--- src/rtl/irq_ack_master_pkg.sv ---
// Shared definitions for the interrupt acknowledge master.
//   iack_state_e    : acknowledge sequencer states
//   IACK_ADDR_HI    : fixed upper bits of the acknowledge address
//   AUTOVECTOR_BASE : vector number of autovectored level 0
package irq_ack_master_pkg;

    typedef enum logic [2:0] {
        ST_IDLE     = 3'd0,
        ST_WAIT_BUS = 3'd1,
        ST_ADDR     = 3'd2,
        ST_STROBE   = 3'd3,
        ST_DONE     = 3'd4
    } iack_state_e;

    localparam logic [19:0] IACK_ADDR_HI    = 20'hFFFFF;
    localparam logic [7:0]  AUTOVECTOR_BASE = 8'd24;

endpackage

--- src/rtl/irq_ack_master_ipl_sync.sv ---
// Interrupt priority level synchroniser, debouncer and NMI arming.
//   clk         : system clock
//   _reset      : asynchronous active-low reset
//   _ipl        : raw active-low priority lines
//   nmi_clr_i   : a level-7 request has just been accepted
//   level_o     : synchronised level (true polarity)
//   valid_o     : level_o matched on two consecutive samples
//   nmi_armed_o : a level-7 request may be accepted
module ipl_sync
    import irq_ack_master_pkg::*;
(
    input  logic       clk,
    input  logic       _reset,
    input  logic [2:0] _ipl,
    input  logic       nmi_clr_i,
    output logic [2:0] level_o,
    output logic       valid_o,
    output logic       nmi_armed_o
);

    logic [2:0] sync1_q, sync2_q, prev_q;
    logic       nmi_armed_q, nmi_armed_d;

    always_ff @(posedge clk or negedge _reset) begin
        if (!_reset) begin
            sync1_q     <= 3'b111;
            sync2_q     <= 3'b111;
            prev_q      <= 3'b111;
            nmi_armed_q <= 1'b1;
        end else begin
            sync1_q     <= _ipl;
            sync2_q     <= sync1_q;
            prev_q      <= sync2_q;
            nmi_armed_q <= nmi_armed_d;
        end
    end

    assign level_o = ~sync2_q;
    assign valid_o = (sync2_q == prev_q);

    // Re-arm only once a stable level below 7 is seen, so level 7 acts on edges.
    always_comb begin
        nmi_armed_d = nmi_armed_q;
        if (nmi_clr_i) begin
            nmi_armed_d = 1'b0;
        end else if (valid_o && (level_o != 3'd7)) begin
            nmi_armed_d = 1'b1;
        end
    end

    assign nmi_armed_o = nmi_armed_q;

endmodule

--- src/rtl/irq_ack_master.sv ---
// Interrupt acknowledge master: accepts a debounced priority level, waits for
// the bus, runs an acknowledge cycle and captures the returned vector.
//   clk, _reset        : clock, asynchronous active-low reset
//   _ipl, mask         : active-low request level, current CPU mask
//   bus_busy           : CPU bus cycle in progress
//   dtack, avec        : vectored / autovectored response
//   data_in            : responder data, vector in [7:0]
//   iack_address       : acknowledge address [23:1]
//   _iack_as, iack_rd  : address strobe (active-low), read qualifier
//   vector, vector_valid, level, busy : results and status
module irq_ack_master
    import irq_ack_master_pkg::*;
#(
    parameter int unsigned TIMEOUT_CYCLES  = 255,
    parameter logic [7:0]  SPURIOUS_VECTOR = 8'h18
) (
    input  logic        clk,
    input  logic        _reset,
    input  logic [2:0]  _ipl,
    input  logic [2:0]  mask,
    input  logic        bus_busy,
    input  logic        dtack,
    input  logic        avec,
    input  logic [15:0] data_in,
    output logic [22:0] iack_address,
    output logic        _iack_as,
    output logic        iack_rd,
    output logic [7:0]  vector,
    output logic        vector_valid,
    output logic [2:0]  level,
    output logic        busy
);

    localparam logic [7:0] TMO = (TIMEOUT_CYCLES > 255) ? 8'hFF : 8'(TIMEOUT_CYCLES);

    iack_state_e state_q, state_d;
    logic [2:0]  level_q, level_d;
    logic [7:0]  vector_q, vector_d;
    logic [7:0]  cnt_q, cnt_d, cnt_inc;
    logic [2:0]  sync_level;
    logic        sync_valid, nmi_armed, nmi_clr, lvl_ok;
    logic        unused_data_hi;

    assign unused_data_hi = ^data_in[15:8];

    ipl_sync u_ipl_sync (
        .clk         (clk),
        ._reset      (_reset),
        ._ipl        (_ipl),
        .nmi_clr_i   (nmi_clr),
        .level_o     (sync_level),
        .valid_o     (sync_valid),
        .nmi_armed_o (nmi_armed)
    );

    always_ff @(posedge clk or negedge _reset) begin
        if (!_reset) begin
            state_q  <= ST_IDLE;
            level_q  <= '0;
            vector_q <= '0;
            cnt_q    <= '0;
        end else begin
            state_q  <= state_d;
            level_q  <= level_d;
            vector_q <= vector_d;
            cnt_q    <= cnt_d;
        end
    end

    assign cnt_inc = (cnt_q == 8'hFF) ? cnt_q : cnt_q + 8'd1;
    assign lvl_ok  = sync_valid &&
                     ((sync_level == 3'd7) ? nmi_armed : (sync_level > mask));

    always_comb begin
        state_d  = state_q;
        level_d  = level_q;
        vector_d = vector_q;
        cnt_d    = '0;
        nmi_clr  = 1'b0;
        case (state_q)
            ST_IDLE: begin
                if (lvl_ok) begin
                    state_d = ST_WAIT_BUS;
                    level_d = sync_level;
                    nmi_clr = (sync_level == 3'd7);
                end
            end
            ST_WAIT_BUS: begin
                if (!bus_busy) state_d = ST_ADDR;
            end
            ST_ADDR: state_d = ST_STROBE;
            ST_STROBE: begin
                cnt_d = cnt_inc;
                if (avec) begin
                    vector_d = AUTOVECTOR_BASE + {5'b0, level_q};
                    state_d  = ST_DONE;
                end else if (dtack) begin
                    vector_d = data_in[7:0];
                    state_d  = ST_DONE;
                end else if (cnt_inc >= TMO) begin
                    vector_d = SPURIOUS_VECTOR;
                    state_d  = ST_DONE;
                end
            end
            ST_DONE: state_d = ST_IDLE;
            default: state_d = ST_IDLE;
        endcase
    end

    // Bus outputs decode the registered state so the async reset releases them at once.
    always_comb begin
        iack_address = '0;
        iack_rd      = 1'b0;
        _iack_as     = 1'b1;
        if ((state_q == ST_ADDR) || (state_q == ST_STROBE)) begin
            iack_address = {IACK_ADDR_HI, level_q};
            iack_rd      = 1'b1;
        end
        if (state_q == ST_STROBE) _iack_as = 1'b0;
    end

    assign vector_valid = (state_q == ST_DONE);
    assign busy         = (state_q != ST_IDLE);
    assign vector       = vector_q;
    assign level        = level_q;

endmodule

--- config.mk ---
export PLATFORM = sky130hd
export DESIGN_NAME = irq_ack_master
export DESIGN_NICKNAME = d
export VERILOG_FILES = /design/src/rtl/irq_ack_master_pkg.sv /design/src/rtl/irq_ack_master_ipl_sync.sv /design/src/rtl/irq_ack_master.sv
export SDC_FILE = /design/constraint.sdc
export NUM_CORES = 1
export LEC_CHECK = 0
export ABC_AREA = 1
export BUFFER_PORTS_ARGS = -buffer_cell sky130_fd_sc_hd__buf_2
export CORE_MARGIN = 2
export CORE_UTILIZATION = 53
export DETAILED_ROUTE_END_ITERATION = 16
export PLACE_DENSITY = 0.85
export SLEW_MARGIN = 20
export SYNTH_ARGS = -nofsm -noshare
export SYNTH_HDL_FRONTEND = slang
export SYNTH_SLANG_ARGS = --single-unit
--- constraint.sdc ---
create_clock -name clk -period 6 [get_ports clk]
set_clock_uncertainty 0.2 [all_clocks]
set_input_delay 0.9 -clock clk [delete_from_list [all_inputs] [get_ports clk]]
set_output_delay 0.9 -clock clk [all_outputs]
set_load 0.02 [all_outputs]
==> tab_implementation.tex, run 1 <==
\begin{tabular}{lr}
\hline
Metric & Value \\
\hline
\multicolumn{2}{l}{\textbf{Min path}} \\
\quad Min-delay worst type & register to register \\
\quad Worst Hold Endpoint & u\_ipl\_sync.sync2\_q[0] \\
\quad Cells on Worst Hold Path & 0 \\
\quad Beginning of the worst hold path & u\_ipl\_sync.sync1\_q[0] \\
\multicolumn{2}{l}{\textbf{Clocking}} \\
\quad Clock transition time at the flip-flop clock pins of the worst setup and hold paths & 0.10 ns \\
\quad Post-cts hold buffer count & 0 \\
\quad Clock Tree Buf Depth & 2 \\
\quad Number of clock buffers inserted by TritonCTS & 5 \\
\quad Number of levels in the clock H-tree & 2 \\
\quad Total setup buffers inserted after CTS & 0 \\
\quad Clock Latency Late Sink & 0.33 ns \\
\quad Clock net sink count & 32 \\
\quad Clock tree from TritonCTS & built \\
\quad CTS resizes & 0 \\
\quad Root buf cell & clkbuf\_4 \\
\multicolumn{2}{l}{\textbf{Setup path}} \\
\quad Launching point of the worst reg2reg path & u\_ipl\_sync.sync2\_q[2] \\
\quad Data arrival, critical path & 2.35 ns \\
\quad Register-to-register path setup slack & 3.84 ns \\
\quad Reg2Reg Capture Point & level[0] \\
\quad Kind of start point of the critical path & register \\
\quad Data required time at the worst endpoint & 4.90 ns \\
\quad Number of cells on the worst reg-to-reg path & 10 \\
\quad Cell at the slowest stage of the critical path & nand2\_1 \\
\quad CP Class & register to primary output \\
\quad Kind of end point of the critical path & primary output \\
\quad Worst-path cell chain & inv\_1 > nor3\_4 > clkinv\_1 > nand2\_1 > inv\_1 > nor2\_1 > buf\_2 \\
\quad Critical Path Most Common Cell & inv\_1 \\
\quad CP max stage delay & 0.48 ns \\
\quad Largest fanout of any net on the critical path & 22 \\
\multicolumn{2}{l}{\textbf{Logic synthesis}} \\
\quad Top post-synthesis cells by area & dfrtp\_1 (31\%), dfstp\_2 (15\%), nand2\_1 (11\%) \\
\quad Average size of a mapped cell & 8.52 sq um \\
\quad Ys flop type & dfrtp\_1 \\
\quad Most common cell in the netlist & nand2\_1 \\
\quad Number of distinct standard cells referenced by the synthesized netlist & 26 \\
\quad Top-area cell type share of the netlist area & 0.311 \\
\quad Number of synthesized flops with an enable pin & 0 \\
\quad Cells after Synth & 208 \\
\quad Most frequent cells after synthesis & nand2\_1 (51), inv\_1 (24), dfrtp\_1 (22), buf\_4 (20), nor2\_1 (16) \\
\quad Sequential fraction of the synthesis area & 0.459 \\
\quad Cell type with the largest total area after synthesis & dfrtp\_1 \\
\quad Syn Nets & 239 \\
\quad Synth Cell Area & 1770 sq um \\
\quad Register bit count reported by yosys & 32 \\
\quad Yosys synthesis warning count & 0 \\
\quad Proportion of synthesized flip-flops having asynchronous set or reset & 1.00 \\
\multicolumn{2}{l}{\textbf{Pwr}} \\
\quad Peak VDD IR & 0.252 mV \\
\quad Power per cell area & 436 nW/um\^{}2 \\
\quad Share of total power in combinational logic & 0.506 \\
\quad Power Internal & 0.462 mW \\
\quad Switching power summed over all nets & 0.413 mW \\
\quad Sequential fraction of design power & 0.346 \\
\quad Static Leakage & 1.07 nW \\
\quad Clock share of power & 0.148 \\
\quad Switching part of the total power & 0.472 \\
\quad Power Total & 0.875 mW \\
\multicolumn{2}{l}{\textbf{GRT}} \\
\quad Vias in the first global route & 1279 \\
\quad Initial antenna violation count & 0 \\
\quad Total gr overflow & 0 \\
\quad Total track usage & 0.191 \\
\quad Global-route wire length before repair & 5220 microns \\
\quad Maximum number of pins on one net before global-route repair & 33 \\
\multicolumn{2}{l}{\textbf{Detailed routing}} \\
\quad Number of violations reported at the end of detailed-routing iteration 0 & 63 \\
\quad First drt pass iteration count & 4 \\
\quad Routed length per instance & 11.3 microns \\
\quad Via count normalized by instance count & 4.76 \\
\quad Total wire length after detailed routing & 3340 microns \\
\quad Post-route DRC & 0 \\
\quad Count of vias placed by the detailed router & 1405 \\
\quad Antenna-violating nets left & 0 \\
\multicolumn{2}{l}{\textbf{Layout}} \\
\quad Area growth from synthesis to final layout & 13.1\% \\
\quad Fraction of final layout cells with drive strength greater than 1 & 0.355 \\
\quad Nets & 281 \\
\quad Final std cells w/o fill & 295 \\
\quad Antenna Cells & 0 \\
\quad Post-route core utilization & 0.641 \\
\multicolumn{2}{l}{\textbf{Placed design}} \\
\quad Quantity of I/O buffers inserted on ports & 56 \\
\quad HPWL reported at the end of detailed placement & 2580 microns \\
\quad Routability Congestion & 0.833 \\
\quad Placed cell count & 287 \\
\multicolumn{2}{l}{\textbf{Floorplan}} \\
\quad Die Footprint & 3820 sq um \\
\quad Die extent in y & 61.8 microns \\
\quad Core outline area & 3130 sq um \\
\quad Std-Cell Rows & 20 \\
\quad I/O Pins & 65 \\
\quad Initial standard-cell utilization of the core & 0.567 \\
\quad Die outline width & 61.8 microns \\
\multicolumn{2}{l}{\textbf{Timing}} \\
\quad Number of max-slew violations in the final report & 0 \\
\quad Unrepaired setup endpoints after global routing & false \\
\quad Final critical-path required period & 3.45 ns \\
\quad Fmax & 290 MHz \\
\quad Total negative slack for setup checks & 0 ns \\
\quad Worst-Margin Slew & 0.695 ns \\
\quad Worst-case hold slack & 0.161 ns \\
\quad Setup Viol. Count Final & 0 \\
\quad Portion of the clock cycle consumed by the worst path in the final layout & 0.575 \\
\quad Worst rel slew slack & 0.537 \\
\quad Final hold viol count & 0 \\
\multicolumn{2}{l}{\textbf{Outcome}} \\
\quad Run status & complete, no violations \\
\multicolumn{2}{l}{\textbf{Run}} \\
\quad Count of maximum capacitance violations & 0 \\
\hline
\end{tabular}
==> flip-flops by register name (all words and copies together), names as in the netlist <==
register                flops
vector                      8
state_q                     3
u_ipl_sync.sync2_q          3
u_ipl_sync.sync1_q          3
u_ipl_sync.nmi_armed_o      1
u_ipl_sync.prev_q           3
cnt_q                       8
level                       3
==> how the worst max path moves through the flow <==
stage | start | end | slack, ns | cells after the start
after CTS | state_q[0] | iack_address[1] | 2.50 | 7
after floorplan | state_q[0] | iack_address[0] | 2.80 | 6
after detailed placement | state_q[0] | iack_address[1] | 2.88 | 7
final | state_q[0] | iack_address[1] | 2.55 | 7
after global placement | state_q[0] | iack_address[1] | 2.98 | 7
after global routing | state_q[0] | iack_address[1] | 2.28 | 7
==> cell type report <==
| type | count | area, sq um |
|---|---|---|
| well taps | 44 | 55.1 |
| flip-flops and latches | 32 | 813 |
| fillers | 298 | 1120 |
| clock buffers | 6 | 51.3 |
| clock inverters | 2 | 10.0 |
| multi-input cells | 130 | 701 |
| repair buffers | 56 | 280 |
| inverters | 25 | 93.8 |
==> critical path: cells and delay by family (launching register included) <==
kind	cells	cell delay (ns)
and+or+nand+nor	3	0.85
buffers and inverters	4	0.74
DFF	1	0.44
==> cells by family (layout without fill, tap and decap cells) <==
kind of cell	after synthesis	after routing	synth area share
AND/OR/NAND/NOR	96	96	0.249
buffers and inverters	46	89	0.146
flip-flops	32	32	0.459
AO/OA/AOI/OAI	26	26	0.0981
adder cells (fa/ha/maj)	4	4	0.0282
XOR/XNOR	4	4	0.0198
==> cell usage in the layout, fill, tap and decap left out, types with 5 or more instances in the layout <==
cell and n:
o21ai_2 8, nor2_1 16, nand3_1 15, inv_1 24, clkbuf_4 5, dfrtp_1 22
nand2_1 51, dfstp_2 10, a21oi_1 6, o21ai_0 6, buf_2 56
==> through the flow <==
step                      setup WS (ns)  cell area, sq um
final                              2.55              2000
after global routing               2.28              2000
after CTS                          2.50              2000
after detailed placement           2.88              1940
after global placement             2.98              1940
after floorplan                    2.80              1770
==> per-layer routing <==
metal | share of wire | vias to the layer above | global-route usage | wire length (microns)
met5 | 0 | - | 0 | 0
met4 | 0.011 | 0 | 0.0729 | 36
met3 | 0.035 | 6 | 0.0621 | 117
met2 | 0.52 | 21 | 0.334 | 1740
met1 | 0.43 | 646 | 0.215 | 1450
li1 | - | 732 | - | -
==> power by group through the flow <==
| stage | Sequential (mW) | Clock [mW] | Combinational, mW |
|---|---|---|---|
| after floorplan | 0.349 | 0 | 0.348 |
| after global placement | 0.306 | 0 | 0.439 |
| after detailed placement | 0.306 | 0 | 0.448 |
| after CTS | 0.303 | 0.135 | 0.449 |
| after global routing | 0.310 | 0.146 | 0.489 |
| final | 0.303 | 0.129 | 0.443 |
(Power assumes the default switching activity.)
==> run 2: changes to the inputs <==
--- a/config.mk
+++ b/config.mk
@@ -8,9 +8,9 @@
 export ABC_AREA = 1
 export BUFFER_PORTS_ARGS = -buffer_cell sky130_fd_sc_hd__buf_2
 export CORE_MARGIN = 2
-export CORE_UTILIZATION = 53
+export CORE_UTILIZATION = 49
 export DETAILED_ROUTE_END_ITERATION = 16
-export PLACE_DENSITY = 0.85
+export PLACE_DENSITY = 0.79
 export SLEW_MARGIN = 20
 export SYNTH_ARGS = -nofsm -noshare
 export SYNTH_HDL_FRONTEND = slang
==> constraint.sdc (replaced) <==
create_clock -name clk -period 3.3 [get_ports clk]
set_clock_uncertainty 0.2 [all_clocks]
set_input_delay 0.495 -clock clk [delete_from_list [all_inputs] [get_ports clk]]
set_output_delay 0.495 -clock clk [all_outputs]
set_load 0.02 [all_outputs]
==> run 2 against run 1 <==
The run now ends with hold timing left. Hold slack got worse by 0.17 ns. Global-route usage fell by 1.7 points. Sequential cell count unchanged. Combinational power is 81% higher. Count of clock-buffer cells in the layout unchanged. Cell count increased by 0.68%. Register-to-register slack got worse by 2.7 ns. Cell area up 1.0%. Critical path type unchanged. Largest power group unchanged.
==> tab_implementation.tex, run 2 (same netlist as run 1, synthesis figures left out) <==
\begin{tabular}{lr}
\hline
Metric & Value \\
\hline
\multicolumn{2}{l}{\textbf{Outcome}} \\
\quad Run status & finished, violations left (was complete, no violations) \\
\quad Violated checks & hold timing \\
\multicolumn{2}{l}{\textbf{Timing}} \\
\quad Worst rel slew slack & 0.554 (was 0.537) \\
\quad Unrepaired setup endpoints after global routing & false (unchanged) \\
\quad Setup Viol. Count Final & 0 (unchanged) \\
\quad Portion of the clock cycle consumed by the worst path in the final layout & 0.877 \\
\quad Number of max-slew violations in the final report & 0 (unchanged) \\
\quad Fmax & 345 MHz \\
\quad Final critical-path required period & 2.89 ns \\
\quad Worst path setup slack after routing & 0.405 ns (was 2.55 ns) \\
\quad Total negative slack for setup checks & 0 ns (unchanged) \\
\quad Worst-Margin Slew & 0.670 ns (was 0.695 ns) \\
\quad Worst-case hold slack & -0.00609 ns (was 0.161 ns) \\
\quad Final hold viol count & 13 (was 0) \\
\multicolumn{2}{l}{\textbf{Pwr}} \\
\quad Sequential fraction of design power & 0.336 (was 0.346) \\
\quad Static Leakage & 1.08 nW (was 1.07 nW) \\
\quad Share of total power in combinational logic & 0.489 (was 0.506) \\
\quad Power per cell area & 811 nW/um\^{}2 (was 436 nW/um\^{}2) \\
\quad Power Total & 1.64 mW (was 0.875 mW) \\
\quad Peak VDD IR & 0.485 mV (was 0.252 mV) \\
\quad Power Internal & 0.898 mW (was 0.462 mW) \\
\quad Switching power summed over all nets & 0.745 mW (was 0.413 mW) \\
\quad Switching part of the total power & 0.453 (was 0.472) \\
\quad Clock share of power & 0.175 (was 0.148) \\
\multicolumn{2}{l}{\textbf{Placed design}} \\
\quad Routability Congestion & 0.840 (was 0.833) \\
\quad Worst slack, placed & 0.609 ns (was 2.88 ns) \\
\quad Quantity of I/O buffers inserted on ports & 56 (unchanged) \\
\quad HPWL reported at the end of detailed placement & 2450 microns (was 2580 microns) \\
\quad Area post-placement & 1950 sq um (was 1940 sq um) \\
\multicolumn{2}{l}{\textbf{Setup path}} \\
\quad CP Class & register to primary output (unchanged) \\
\quad Largest fanout of any net on the critical path & 22 (unchanged) \\
\quad Data arrival, critical path & 2.20 ns (was 2.35 ns) \\
\quad Launching point of the worst reg2reg path & cnt\_q[0] (was u\_ipl\_sync.sync2\_q[2]) \\
\quad Data required time at the worst endpoint & 2.60 ns (was 4.90 ns) \\
\quad Kind of start point of the critical path & register (unchanged) \\
\quad Critical path origin & state\_q[0] (unchanged) \\
\quad Kind of end point of the critical path & primary output (unchanged) \\
\multicolumn{2}{l}{\textbf{Clocking}} \\
\quad Clock transition time at the flip-flop clock pins of the worst setup and hold paths & 0.10 ns (about the same) \\
\quad Post-cts hold buffer count & 0 (unchanged) \\
\quad Clock Tree Buf Depth & 2 (unchanged) \\
\quad Number of clock buffers inserted by TritonCTS & 5 (unchanged) \\
\quad CTS resizes & 0 (unchanged) \\
\quad Root buf cell & clkbuf\_4 (unchanged) \\
\quad Clock Latency Late Sink & 0.32 ns (was 0.33 ns) \\
\quad Number of levels in the clock H-tree & 2 (unchanged) \\
\quad Clock net sink count & 32 (unchanged) \\
\quad Total setup buffers inserted after CTS & 0 (unchanged) \\
\quad Clock tree from TritonCTS & built (unchanged) \\
\multicolumn{2}{l}{\textbf{Layout}} \\
\quad Most frequent cells in the layout & buf\_2 (56), nand2\_1 (50), inv\_1 (24), dfrtp\_1 (22), nor2\_1 (16) (was buf\_2 (56), nand2\_1 (51), inv\_1 (24), dfrtp\_1 (22), nor2\_1 (16)) \\
\quad Post-route design area & 2020 sq um (was 2000 sq um) \\
\quad Most frequent standard cell in the layout excluding fill and tap cells & buf\_2 (unchanged) \\
\quad Nets & 281 (unchanged) \\
\quad Antenna Cells & 0 (unchanged) \\
\quad Fraction of final layout cells with drive strength greater than 1 & 0.355 (unchanged) \\
\quad Area growth from synthesis to final layout & 14.2\% (was 13.1\%) \\
\multicolumn{2}{l}{\textbf{Floorplan}} \\
\quad Core outline area & 3420 sq um (was 3130 sq um) \\
\quad I/O Pins & 65 (unchanged) \\
\quad Die outline width & 64.2 microns (was 61.8 microns) \\
\quad Die Footprint & 4120 sq um (was 3820 sq um) \\
\quad Std-Cell Rows & 21 (was 20) \\
\quad Initial standard-cell utilization of the core & 0.519 (was 0.567) \\
\quad Die extent in y & 64.2 microns (was 61.8 microns) \\
\multicolumn{2}{l}{\textbf{Detailed routing}} \\
\quad Routed length per instance & 10.9 microns (was 11.3 microns) \\
\quad Antenna-violating nets left & 0 (unchanged) \\
\quad Via count normalized by instance count & 4.82 (was 4.76) \\
\quad Count of vias placed by the detailed router & 1432 (was 1405) \\
\quad Number of violations reported at the end of detailed-routing iteration 0 & 64 (was 63) \\
\quad Post-route DRC & 0 (unchanged) \\
\quad First drt pass iteration count & 4 (unchanged) \\
\quad Total wire length after detailed routing & 3240 microns (was 3340 microns) \\
\multicolumn{2}{l}{\textbf{GRT}} \\
\quad Total gr overflow & 0 (unchanged) \\
\quad Vias in the first global route & 1321 (was 1279) \\
\quad Initial antenna violation count & 0 (unchanged) \\
\quad Global-route wire length before repair & 5600 microns (was 5220 microns) \\
\quad Total track usage & 0.174 (was 0.191) \\
\quad Maximum number of pins on one net before global-route repair & 33 (unchanged) \\
\multicolumn{2}{l}{\textbf{Min path}} \\
\quad Min-delay worst type & input pin to asynchronous set/reset pin (was register to register) \\
\multicolumn{2}{l}{\textbf{Run}} \\
\quad Count of maximum capacitance violations & 0 (unchanged) \\
\hline
\end{tabular}
run 2: cell types whose count changed in the layout (fill, tap and decap cells not counted):
cell       change
clkbuf_8       -1
clkbuf_1       +1
nand2_2        +1
bufinv_16      +1
nand2_1        -1
clkinv_2       -1
run 2: worst paths after layout:
| check | slack [ns] | cells after the start | to |
|---|---|---|---|
| max in group asynchronous | 2.47 | 1 | cnt_q[4] |
| max | 0.41 | 7 | iack_address[2] |
| min in group clk | 0.06 | 1 | u_ipl_sync.sync1_q[2] |
| min reg2reg | 0.16 | 0 | u_ipl_sync.sync2_q[2] |
| max reg2reg | 1.15 | 12 | vector[0] |
| min | -0.006 | 1 | vector[5] |
run 2: cell type report:
type,count,area (sq um)
Inverter,25,93.8
Clock inverter,2,35.0
Timing Repair Buffer,56,280
Multi-Input combinational cell,130,703
Sequential cell,32,813
Fill cell,340,1390
Tap cell,46,57.6
Clock buffer,6,41.3
run 2: per-stage QoR:
stage          hold WS, ns  cells   util
2_1_floorplan    -0.000591    208      -
3_3_place_gp         0.146    289  0.570
3_5_place_dp         0.147    289  0.570
5_1_grt             0.0243    297  0.593
6_report          -0.00609    297  0.593
4_1_cts            0.00683    297  0.592
run 2: power by group through the flow:
stage | Sequential [mW] | Combinational, mW | Clock, mW
2_1_floorplan | 0.634 | 0.633 | 0
3_3_place_gp | 0.558 | 0.797 | 0
3_5_place_dp | 0.559 | 0.811 | 0
4_1_cts | 0.553 | 0.812 | 0.296
5_1_grt | 0.569 | 0.875 | 0.315
6_report | 0.552 | 0.803 | 0.288
run 2: metal layers:
layer	vias up	share of wire	GRT usage
li1	729	-	-
met1	669	0.45	0.213
met2	28	0.50	0.293
met3	6	0.037	0.0458
met4	0	0.014	0.0638
met5	-	0	0
run 2: worst max-delay path, cell delays in order (launching register included):
cell	delay (ns)
dfrtp_1	0.45
inv_1	0.10
nor3_4	0.25
clkinv_1	0.33
nand2_2	0.34
inv_1	0.12
nor2_1	0.12
buf_2	0.17
==> run 3: changes to the inputs <==
--- a/config.mk
+++ b/config.mk
@@ -8,9 +8,9 @@
 export ABC_AREA = 1
 export BUFFER_PORTS_ARGS = -buffer_cell sky130_fd_sc_hd__buf_2
 export CORE_MARGIN = 2
-export CORE_UTILIZATION = 49
+export CORE_UTILIZATION = 35
+export CTS_BUF_LIST = sky130_fd_sc_hd__clkbuf_16
 export DETAILED_ROUTE_END_ITERATION = 16
-export PLACE_DENSITY = 0.79
 export SLEW_MARGIN = 20
 export SYNTH_ARGS = -nofsm -noshare
 export SYNTH_HDL_FRONTEND = slang
==> run 3 against run 2 <==
The flow now finishes without violations. Register-to-register slack is essentially flat. Sequential power is essentially flat. Hold slack gained 0.073 ns. Total power grew 13%. Non-clock buffer count grew 2. Sequential share of layout area shrank 2.3 points. Global-route usage shrank 3.9 points. Critical path depth is the same. Count of clock-buffer cells in the layout is the same. Die area grew 37%. Sequential cell count is the same.
==> tab_implementation.tex, run 3 (same netlist as run 1, synthesis figures left out) <==
\begin{tabular}{lr}
\hline
Metric & Value \\
\hline
\multicolumn{2}{l}{\textbf{Clocking}} \\
\quad Total setup buffers inserted after CTS & 0 (unchanged) \\
\quad Clock transition time at the flip-flop clock pins of the worst setup and hold paths & 0.05 ns (was 0.10 ns) \\
\quad Post-cts hold buffer count & 0 (unchanged) \\
\quad Number of clock buffers inserted by TritonCTS & 5 (unchanged) \\
\quad Clock Tree Buf Depth & 2 (unchanged) \\
\quad Root buf cell & clkbuf\_16 (was clkbuf\_4) \\
\quad Number of levels in the clock H-tree & 2 (unchanged) \\
\quad CTS resizes & 0 (unchanged) \\
\quad Clock Latency Late Sink & 0.28 ns (was 0.32 ns) \\
\quad Clock tree from TritonCTS & built (unchanged) \\
\quad Clock net sink count & 32 (unchanged) \\
\multicolumn{2}{l}{\textbf{Timing}} \\
\quad Setup Viol. Count Final & 0 (unchanged) \\
\quad Fmax & 401 MHz (was 345 MHz) \\
\quad Worst path setup slack after routing & 0.806 ns (was 0.405 ns) \\
\quad Worst rel slew slack & 0.532 (was 0.554) \\
\quad Worst-Margin Slew & 0.702 ns (was 0.670 ns) \\
\quad Number of max-slew violations in the final report & 0 (unchanged) \\
\quad Portion of the clock cycle consumed by the worst path in the final layout & 0.756 (was 0.877) \\
\quad Unrepaired setup endpoints after global routing & false (unchanged) \\
\quad Final critical-path required period & 2.49 ns (was 2.89 ns) \\
\quad Total negative slack for setup checks & 0 ns (unchanged) \\
\quad Final hold viol count & 0 (was 13) \\
\multicolumn{2}{l}{\textbf{Min path}} \\
\quad Min-delay worst type & input pin to asynchronous set/reset pin (unchanged) \\
\multicolumn{2}{l}{\textbf{Layout}} \\
\quad Antenna Cells & 0 (unchanged) \\
\quad Area growth from synthesis to final layout & 21.2\% (was 14.2\%) \\
\quad Fraction of final layout cells with drive strength greater than 1 & 0.360 (was 0.355) \\
\quad Fillers & 517 (was 340) \\
\quad Multi-input gate area in the final layout & 701 sq um (was 703 sq um) \\
\quad Most frequent standard cell in the layout excluding fill and tap cells & buf\_2 (unchanged) \\
\quad Nets & 283 (was 281) \\
\quad Post-route design area & 2150 sq um (was 2020 sq um) \\
\quad Final std cells w/o fill & 320 (was 297) \\
\quad Combined flip-flop and latch cell area & 813 sq um (unchanged) \\
\quad Most frequent cells in the layout & buf\_2 (56), nand2\_1 (51), inv\_1 (24), dfrtp\_1 (22), nor2\_1 (16) (was buf\_2 (56), nand2\_1 (50), inv\_1 (24), dfrtp\_1 (22), nor2\_1 (16)) \\
\multicolumn{2}{l}{\textbf{Detailed routing}} \\
\quad Post-route DRC & 0 (unchanged) \\
\quad Total wire length after detailed routing & 3410 microns (was 3240 microns) \\
\quad First drt pass iteration count & 4 (unchanged) \\
\quad Routed length per instance & 10.7 microns (was 10.9 microns) \\
\quad Count of vias placed by the detailed router & 1375 (was 1432) \\
\quad Antenna-violating nets left & 0 (unchanged) \\
\quad Number of violations reported at the end of detailed-routing iteration 0 & 47 (was 64) \\
\quad Via count normalized by instance count & 4.30 (was 4.82) \\
\multicolumn{2}{l}{\textbf{Outcome}} \\
\quad Run status & complete, no violations (was finished, violations left) \\
\multicolumn{2}{l}{\textbf{Placed design}} \\
\quad Quantity of I/O buffers inserted on ports & 56 (unchanged) \\
\quad Worst slack, placed & 1.08 ns (was 0.609 ns) \\
\quad HPWL reported at the end of detailed placement & 2570 microns (was 2450 microns) \\
\quad Placed cell count & 312 (was 289) \\
\quad Area post-placement & 1990 sq um (was 1950 sq um) \\
\quad Routability Congestion & 0.785 (was 0.840) \\
\multicolumn{2}{l}{\textbf{GRT}} \\
\quad Initial antenna violation count & 0 (unchanged) \\
\quad Vias in the first global route & 1291 (was 1321) \\
\quad Total gr overflow & 0 (unchanged) \\
\quad Global-route wire length before repair & 5570 microns (was 5600 microns) \\
\quad Maximum number of pins on one net before global-route repair & 33 (unchanged) \\
\quad Total track usage & 0.134 (was 0.174) \\
\multicolumn{2}{l}{\textbf{Floorplan}} \\
\quad Die outline width & 75.2 microns (was 64.2 microns) \\
\quad Core outline area & 4820 sq um (was 3420 sq um) \\
\quad Die Footprint & 5650 sq um (was 4120 sq um) \\
\quad Initial standard-cell utilization of the core & 0.368 (was 0.519) \\
\quad I/O Pins & 65 (unchanged) \\
\quad Die extent in y & 75.2 microns (was 64.2 microns) \\
\quad Std-Cell Rows & 25 (was 21) \\
\multicolumn{2}{l}{\textbf{Setup path}} \\
\quad CP Class & register to primary output (unchanged) \\
\quad Critical Path Most Common Cell & buf\_4 (was inv\_1) \\
\quad Worst-path cell chain & inv\_1 > nor3\_4 > clkinv\_1 > buf\_4 > nand2\_1 > buf\_4 > buf\_2 (was inv\_1 > nor3\_4 > clkinv\_1 > nand2\_2 > inv\_1 > nor2\_1 > buf\_2) \\
\quad Kind of start point of the critical path & register (unchanged) \\
\quad Kind of end point of the critical path & primary output (unchanged) \\
\quad Largest fanout of any net on the critical path & 21 (was 22) \\
\quad CP max stage delay & 0.43 ns (was 0.45 ns) \\
\quad Cell at the slowest stage of the critical path & dfrtp\_1 (unchanged) \\
\quad Data required time at the worst endpoint & 2.60 ns (about the same) \\
\quad Data arrival, critical path & 1.80 ns (was 2.20 ns) \\
\multicolumn{2}{l}{\textbf{Pwr}} \\
\quad Peak VDD IR & 0.289 mV (was 0.485 mV) \\
\quad Static Leakage & 1.12 nW (was 1.08 nW) \\
\quad Power per cell area & 865 nW/um\^{}2 (was 811 nW/um\^{}2) \\
\quad Power Total & 1.86 mW (was 1.64 mW) \\
\multicolumn{2}{l}{\textbf{Run}} \\
\quad Count of maximum capacitance violations & 0 (unchanged) \\
\hline
\end{tabular}
==> run 3: routing by layer <==
layer / vias up / part of all wire / track usage
met2: 22 / 0.49 / 0.214
met1: 614 / 0.44 / 0.163
met5: - / 0 / 0
li1: 731 / - / -
met3: 8 / 0.043 / 0.0402
met4: 0 / 0.022 / 0.0702
==> run 3: power by group <==
part | switching [mW] | internal [mW] | leakage [nW]
Combinational | 0.550 | 0.265 | 0.653
Sequential | 0.0650 | 0.487 | 0.392
Clock | 0.170 | 0.323 | 0.0780
==> run 3: path summary, 6_finish.rpt <==
check                                       from               endpoint  slack [ns]  cells after the start
min in group clk                         _ipl[0]  u_ipl_sync.sync1_q[0]        0.11                      1
max                                   state_q[0]       iack_address[21]        0.81                      7
max in group asynchronous                 _reset             state_q[0]        2.38                      1
min reg2reg                u_ipl_sync.sync1_q[1]  u_ipl_sync.sync2_q[1]        0.15                      0
min                                       _reset             state_q[2]        0.07                      1
max reg2reg                u_ipl_sync.sync2_q[2]               level[0]        1.16                     10
==> run 3: worst max-delay path: cells and delay by family, from the launching register on <==
kind          cells  cell delay, ns
buf+inv           5            0.75
simple gates      2            0.34
flops             1            0.43
==> run 3: through the flow <==
step                      hold WS, ns  utilization
final                          0.0666        0.446
after floorplan             -0.000591            -
after global routing           0.0992        0.446
after detailed placement        0.148        0.412
after global placement          0.146        0.412
after CTS                      0.0985        0.446
==> run 3: layout make-up <==
type | count | area share
clock inverters | 2 | 0.00582
repair buffers | 58 | 0.137
flip-flops and latches | 32 | 0.378
inverters | 25 | 0.0437
clock buffers | 6 | 0.0698
well taps | 67 | 0.0390
multi-input cells | 130 | 0.326
